`src/rtl/ps2_pkg.sv`:
```
// Shared definitions for the PS/2 host-side transmitter and its companions:
// FSM state encoding, error codes reported on completion, and the common
// keyboard command bytes.
package ps2_pkg;

  typedef enum logic [2:0] {
    IDLE,
    INHIBIT,
    HOLD,
    SEND,
    ACK,
    RELEASE
  } ps2_state_t;

  localparam logic [1:0] ERR_OK      = 2'd0;
  localparam logic [1:0] ERR_NOACK   = 2'd1;
  localparam logic [1:0] ERR_TIMEOUT = 2'd2;

  localparam logic [7:0] CMD_LEDS  = 8'hED;
  localparam logic [7:0] CMD_RESET = 8'hFF;
  localparam logic [7:0] CMD_RATE  = 8'hF3;

  // Odd parity: the parity bit makes the total count of ones odd.
  function automatic logic odd_parity(input logic [7:0] b);
    return ~^b;
  endfunction

endpackage

```
`src/rtl/ps2_sync.sv`:
```
// Two-flop synchroniser for the raw PS/2 clock and data pads, plus a
// registered falling-edge detector on the synchronised clock. Lines idle
// high, so the flops come out of reset at 1 to avoid a false edge.
module ps2_sync (
  input  logic clock,
  input  logic reset_n,
  input  logic ps_clk,
  input  logic ps_dat,
  output logic clk_s,
  output logic dat_s,
  output logic fall
);

  logic [1:0] clk_ff;
  logic [1:0] dat_ff;
  logic       clk_prev;
  logic       fall_q;

  // Metastability flops and one-cycle-late falling-edge strobe.
  always_ff @(posedge clock) begin
    if (!reset_n) begin
      clk_ff   <= 2'b11;
      dat_ff   <= 2'b11;
      clk_prev <= 1'b1;
      fall_q   <= 1'b0;
    end else begin
      clk_ff   <= {clk_ff[0], ps_clk};
      dat_ff   <= {dat_ff[0], ps_dat};
      clk_prev <= clk_ff[1];
      fall_q   <= clk_prev & ~clk_ff[1];
    end
  end

  assign clk_s = clk_ff[1];
  assign dat_s = dat_ff[1];
  assign fall  = fall_q;

endmodule

```
`src/rtl/ps2_tx.sv`:
```
// PS/2 host-to-device transmitter. Pulls the clock low to inhibit the
// device, requests to send by pulling data low, then shifts start/data/
// parity/stop on device-generated clock falls and checks the ack bit.
// Optional build macro PS2TX_RETRY_EN: a failed attempt (no ack or
// timeout) is retried from INHIBIT up to RETRIES extra times, reporting
// done/error only for the final attempt.
module ps2_tx
  import ps2_pkg::*;
#(
  parameter int INHIBIT_CYCLES = 2500,
  parameter int HOLD_CYCLES    = 25,
  parameter int TIMEOUT_CYCLES = 375000,
  parameter int RETRIES        = 2
) (
  input  logic       clock,
  input  logic       reset_n,
  input  logic       ps_clk,
  input  logic       ps_dat,
  output logic       clk_oe,
  output logic       dat_oe,
  input  logic       start,
  input  logic [7:0] data,
  output logic       busy,
  output logic       done,
  output logic [1:0] error,
  output logic       rx_inhibit
);

  localparam int TMR_MAX = (INHIBIT_CYCLES > HOLD_CYCLES) ? INHIBIT_CYCLES : HOLD_CYCLES;
  localparam int TMR_W   = $clog2(TMR_MAX + 1);
  localparam int WD_W    = $clog2(TIMEOUT_CYCLES + 1);
  localparam int AT_W    = $clog2(RETRIES + 2);

  localparam logic [TMR_W-1:0] INH_LOAD  = TMR_W'(INHIBIT_CYCLES - 1);
  localparam logic [TMR_W-1:0] HOLD_LOAD = TMR_W'(HOLD_CYCLES - 1);
  localparam logic [WD_W-1:0]  WD_MAX    = WD_W'(TIMEOUT_CYCLES);
  localparam logic [AT_W-1:0]  RETRY_MAX = AT_W'(RETRIES);

`ifdef PS2TX_RETRY_EN
  localparam bit RETRY_ON = 1'b1;
`else
  localparam bit RETRY_ON = 1'b0;
`endif

  logic clk_s;
  logic dat_s;
  logic fall;

  ps2_sync u_sync (
    .clock   (clock),
    .reset_n (reset_n),
    .ps_clk  (ps_clk),
    .ps_dat  (ps_dat),
    .clk_s   (clk_s),
    .dat_s   (dat_s),
    .fall    (fall)
  );

  ps2_state_t       state_q,  state_d;
  logic [TMR_W-1:0] tmr_q,    tmr_d;
  logic [WD_W-1:0]  wd_q,     wd_d;
  logic [3:0]       bit_q,    bit_d;
  logic [7:0]       data_q,   data_d;
  logic             par_q,    par_d;
  logic             clk_oe_q, clk_oe_d;
  logic             dat_oe_q, dat_oe_d;
  logic             busy_q,   busy_d;
  logic             done_q,   done_d;
  logic [1:0]       err_q,    err_d;
  logic [1:0]       pend_q,   pend_d;
  logic [AT_W-1:0]  att_q,    att_d;

  logic             fin_req;
  logic [1:0]       fin_code;
  logic             can_retry;
  logic             wd_live;

  assign can_retry = RETRY_ON && (att_q < RETRY_MAX);
  assign wd_live   = (state_q == SEND) || (state_q == ACK) || (state_q == RELEASE);

  // Next-state and output decode; a finishing attempt either retries or
  // reports, and the watchdog expiry overrides whatever the state wanted.
  always_comb begin
    state_d  = state_q;
    tmr_d    = tmr_q;
    bit_d    = bit_q;
    data_d   = data_q;
    par_d    = par_q;
    clk_oe_d = clk_oe_q;
    dat_oe_d = dat_oe_q;
    busy_d   = busy_q;
    done_d   = 1'b0;
    err_d    = err_q;
    pend_d   = pend_q;
    att_d    = att_q;
    fin_req  = 1'b0;
    fin_code = ERR_OK;

    if (!wd_live || fall) begin
      wd_d = '0;
    end else if (wd_q != WD_MAX) begin
      wd_d = wd_q + 1'b1;
    end else begin
      wd_d = wd_q;
    end

    case (state_q)
      IDLE: begin
        if (start) begin
          data_d   = data;
          par_d    = odd_parity(data);
          busy_d   = 1'b1;
          err_d    = ERR_OK;
          pend_d   = ERR_OK;
          att_d    = '0;
          clk_oe_d = 1'b1;
          dat_oe_d = 1'b0;
          tmr_d    = INH_LOAD;
          state_d  = INHIBIT;
        end
      end
      INHIBIT: begin
        if (tmr_q == '0) begin
          dat_oe_d = 1'b1;
          tmr_d    = HOLD_LOAD;
          state_d  = HOLD;
        end else begin
          tmr_d = tmr_q - 1'b1;
        end
      end
      HOLD: begin
        if (tmr_q == '0) begin
          clk_oe_d = 1'b0;
          bit_d    = 4'd0;
          state_d  = SEND;
        end else begin
          tmr_d = tmr_q - 1'b1;
        end
      end
      SEND: begin
        if (fall) begin
          bit_d = bit_q + 4'd1;
          if (bit_q < 4'd8) begin
            dat_oe_d = ~data_q[bit_q[2:0]];
          end else if (bit_q == 4'd8) begin
            dat_oe_d = ~par_q;
          end else begin
            dat_oe_d = 1'b0;
            state_d  = ACK;
          end
        end
      end
      ACK: begin
        if (fall) begin
          pend_d  = dat_s ? ERR_NOACK : ERR_OK;
          state_d = RELEASE;
        end
      end
      RELEASE: begin
        if (clk_s && dat_s) begin
          fin_req  = 1'b1;
          fin_code = pend_q;
        end
      end
      default: begin
        state_d  = IDLE;
        clk_oe_d = 1'b0;
        dat_oe_d = 1'b0;
        busy_d   = 1'b0;
      end
    endcase

    if (wd_live && (wd_q == WD_MAX)) begin
      fin_req  = 1'b1;
      fin_code = ERR_TIMEOUT;
    end

    if (fin_req) begin
      if ((fin_code != ERR_OK) && can_retry) begin
        att_d    = att_q + 1'b1;
        clk_oe_d = 1'b1;
        dat_oe_d = 1'b0;
        tmr_d    = INH_LOAD;
        bit_d    = 4'd0;
        state_d  = INHIBIT;
      end else begin
        done_d   = 1'b1;
        busy_d   = 1'b0;
        err_d    = fin_code;
        clk_oe_d = 1'b0;
        dat_oe_d = 1'b0;
        state_d  = IDLE;
      end
    end
  end

  // State register; reset releases both lines on the same edge.
  always_ff @(posedge clock) begin
    if (!reset_n) begin
      state_q  <= IDLE;
      tmr_q    <= '0;
      wd_q     <= '0;
      bit_q    <= 4'd0;
      data_q   <= 8'd0;
      par_q    <= 1'b0;
      clk_oe_q <= 1'b0;
      dat_oe_q <= 1'b0;
      busy_q   <= 1'b0;
      done_q   <= 1'b0;
      err_q    <= ERR_OK;
      pend_q   <= ERR_OK;
      att_q    <= '0;
    end else begin
      state_q  <= state_d;
      tmr_q    <= tmr_d;
      wd_q     <= wd_d;
      bit_q    <= bit_d;
      data_q   <= data_d;
      par_q    <= par_d;
      clk_oe_q <= clk_oe_d;
      dat_oe_q <= dat_oe_d;
      busy_q   <= busy_d;
      done_q   <= done_d;
      err_q    <= err_d;
      pend_q   <= pend_d;
      att_q    <= att_d;
    end
  end

  assign clk_oe     = clk_oe_q;
  assign dat_oe     = dat_oe_q;
  assign busy       = busy_q;
  assign done       = done_q;
  assign error      = err_q;
  assign rx_inhibit = busy_q;

endmodule
```
`config.mk`:
```
export PLATFORM = sky130hd
export DESIGN_NAME = ps2_tx
export DESIGN_NICKNAME = d
export VERILOG_FILES = /design/src/rtl/ps2_pkg.sv /design/src/rtl/ps2_sync.sv /design/src/rtl/ps2_tx.sv
export SDC_FILE = /design/constraint.sdc
export NUM_CORES = 1
export LEC_CHECK = 0
export BUFFER_PORTS_ARGS = -buffer_cell sky130_fd_sc_hd__buf_2
export CAP_MARGIN = 0
export CORE_MARGIN = 4
export CORE_UTILIZATION = 45
export CTS_BUF_LIST = sky130_fd_sc_hd__clkbuf_4
export DETAILED_ROUTE_END_ITERATION = 12
export GPL_TIMING_DRIVEN = 1
export PLACE_DENSITY = 0.58
export RECOVER_POWER = 100
export SETUP_SLACK_MARGIN = 0.3
export SLEW_MARGIN = 20
export SYNTH_ARGS = -nofsm -noshare
export SYNTH_HDL_FRONTEND = slang
export SYNTH_HIERARCHICAL = 1
export SYNTH_SLANG_ARGS = --single-unit
```
`constraint.sdc`:
```
create_clock -name clock -period 3.22 [get_ports clock]
set_input_delay 0.322 -clock clock [delete_from_list [all_inputs] [get_ports clock]]
set_output_delay 0.322 -clock clock [all_outputs]
set_load 0.005 [all_outputs]
```
==> summary.md <==
| Metric | Value |
|---|---|
| First-pass detailed-route iteration total | `4` |
| Cell type with the largest total area after synthesis | `dfxtp_1` |
| Total wire length | `6.80 mm` |
| Number of failing hold endpoints at the final stage | `0` |
| Worst slew pin tran | `1.49 ns` |
| Clock slew seen by the registers of the worst setup and hold paths | `0.10 ns` |
| Worst clock skew on the final layout | `0.0135 ns` |
| Gates resized, CTS repair | `0` |
| Initial antenna violation count | `0` |
| Setup Buffers After CTS | `0` |
| Synthesized instance count | `378` |
| Leakage Power | `1.20 nW` |
| Number of buffers added by the clock tree synthesis step | `9` |
| Number of flops mapped to enable cells by yosys | `0` |
| Yosys warns | `6` |
| Portion of synthesized cell area occupied by the leading cell type | `39.0%` |
| Maximum level of the CTS H-tree | `3` |
| Count of routing violations after the opening detailed-route iteration | `128` |
| Number of flip-flops and latches in the synthesized netlist | `60` |
| Clk sink count | `60` |
| Share of flip-flops with an asynchronous set or reset | `0%` |
| Crit-path max FO | `8` |
| Area of the die | `8230 µm²` |
| Relative max-transition margin | `0.659%` |
| WP data arrival | `3.06 ns` |
| Drt drc | `0` |
| Starting density of the core | `47.4%` |
| Combined area of all synthesized cells | `3080 µm²` |
| Ratio of cells with drive above 1 in the final layout | `9.23%` |
| Hold Path Class | `in -> reg` |
| Largest cells by area after synthesis | `dfxtp_1, nand2_1, a21oi_1` |
| Setup TNS after final layout | `0 ns` |
| Global-route wire length before repair | `11.8 mm` |
| Antenna fix cells | `0` |
| Time the worst path needs with I/O delays and setup | `2.72 ns` |
| Top Ports | `20` |
| Quantity of hold-fixing buffers added after cts | `0` |
| Placeable core region | `6490 µm²` |
| Die extent in x | `90.7 µm` |
| Max-cap viol count | `0` |
| Startpoint kind of the worst setup timing path | `register` |
| Commonest non-fill, non-tap cells in the layout | `dfxtp_1, nand2_1, nor2_1, a21oi_1, o21ai_0` |
| CP Capture Type | `register` |
| Avg Vias per Cell | `5.63` |
| Clock network latency to the later pin of the worst-skew pair | `0.41 ns` |
| # nets final | `415` |
| GRT Resource Usage Total | `17.8%` |
| Final worst path period share | `84.6%` |
| Weighted congestion at the end of routability-driven global placement | `0.905` |
| Average routed wire per standard cell | `14.2 µm` |
| Remaining number of nets flagged by the antenna check after routing | `0` |
| Commonest non-fill, non-tap cell in the layout | `dfxtp_1` |
| Filler cells | `663` |
| Clock tree from TritonCTS | `yes` |
| Buffer cell driving the clock tree root | `clkbuf_4` |
| Total count of max-transition violations in the final report | `0` |
| Count of cell types in the netlist | `53` |
| Number of placement rows | `29` |
| Peak VDD IR | `0.000251 V` |
| Portion of the post-synthesis area used by sequential elements | `39.0%` |
| DIE HEIGHT | `90.7 µm` |
| Critical path class | `reg -> reg` |
| Area growth from synthesis to layout | `8.33%` |
| Clk buf depth | `2` |
| Setup repair after global routing missed its margin | `false` |
| Via count of the first global-routing pass | `2,488` |
| Detailed-route via count | `2,689` |
| Run status | `completed` |
| Max frequency | `367 MHz` |
| Count of final setup violators | `0` |
| Grt total ovfl | `0` |
| Mapped Nets | `397` |
| CP Data Required Time | `3.56 ns` |
| Synth Flop Type | `dfxtp_1` |
| Count of port buffers added during placement | `19` |
| Final total power | `2.19 mW` |
| Mean cell area of the mapped netlist | `8.15 µm²` |
| Post-DP HPWL | `4.84 mm` |
| Maximum number of pins on one net before global-route repair | `36` |
| Cell area power density | `657 nW/µm²` |
## routing by layer
layer | global-route usage (%) | wire, µm | vias up
li1 | - | - | 1360
met1 | 21.2 | 3110 | 1264
met2 | 29.6 | 3280 | 52
met3 | 4.67 | 292 | 13
met4 | 8.42 | 114 | 0
met5 | 0 | 0 | -
## critical path, stage by stage (launching register included)
cell and delay, ns:
dfxtp_1 0.36, or4_1 0.58, or4_1 0.68, a21oi_1 0.62
o21ai_0 0.23, a21oi_1 0.19
## logic make-up after synthesis
family	after synthesis	synth area share, %
AND/OR/NAND/NOR	165	26.9
flip-flops	60	39.0
adder cells (fa/ha/maj)	6	2.44
XOR/XNOR	27	7.68
buffers and inverters	29	3.90
AO/OA/AOI/OAI	87	18.3
multiplexers	4	1.71
## layout make-up
type / count / area, µm² / share of cell area (%)
multi-input cells: 289 / 1750 / 52.4
flip-flops and latches: 60 / 1200 / 36.0
repair buffers: 22 / 104 / 3.11
well taps: 77 / 96.3 / 2.89
clock buffers: 11 / 82.6 / 2.48
clock inverters: 5 / 52.6 / 1.58
inverters: 14 / 52.6 / 1.58
## cells in the mapped netlist (3+ instances only)
cell type,count
nand2_1,52
nor3b_1,3
nor2b_1,3
nor2_1,33
nand3_1,15
a21oi_1,30
inv_1,14
ha_1,6
mux2i_1,3
o31ai_1,5
clkbuf_1,13
o21ai_0,16
nor3_1,9
nor4_1,6
or3_1,3
and2_1,3
nand2b_1,12
a21boi_0,12
a31oi_1,4
nand4_1,9
o211ai_1,4
xor2_1,16
dfxtp_1,60
xnor2_1,11
## registers in the layout, indices dropped and copies added, names as in the netlist, 2 cells and up
register       flops
bit_q              4
error              2
u_sync/clk_ff      2
tmr_q             12
wd_q              19
u_sync/dat_ff      2
state_q            3
data_q             8
## path summary, 6_finish.rpt
check                     end             start  cells past startpoint  slack (ns)
max                  tmr_q[4]          tmr_q[7]                      5        0.50
min          u_sync/dat_ff[0]            ps_dat                      2        0.08
max reg2reg          tmr_q[4]          tmr_q[7]                      5        0.50
min reg2reg  u_sync/clk_ff[1]  u_sync/clk_ff[0]                      1        0.42
## power breakdown
part	internal (mW)	leakage (nW)	switching (mW)
combinational	0.282	0.643	0.445
clock	0.249	0.0682	0.277
sequential	0.830	0.489	0.109
## stage by stage
stage | hold slack [ns] | utilization, % | setup slack [ns] | area, µm² | instances
4_1_cts | 0.0553 | 51.7 | 0.785 | 3360 | 478
6_report | 0.0845 | 51.4 | 0.495 | 3340 | 478
5_1_grt | 0.0714 | 51.4 | 0.311 | 3340 | 478
3_3_place_gp | 0.392 | 49.7 | 0.812 | 3230 | 462
2_1_floorplan | 0.386 | - | 0.980 | 3080 | 378
3_5_place_dp | 0.395 | 49.7 | 0.812 | 3230 | 462
(Power assumes the default switching activity.)
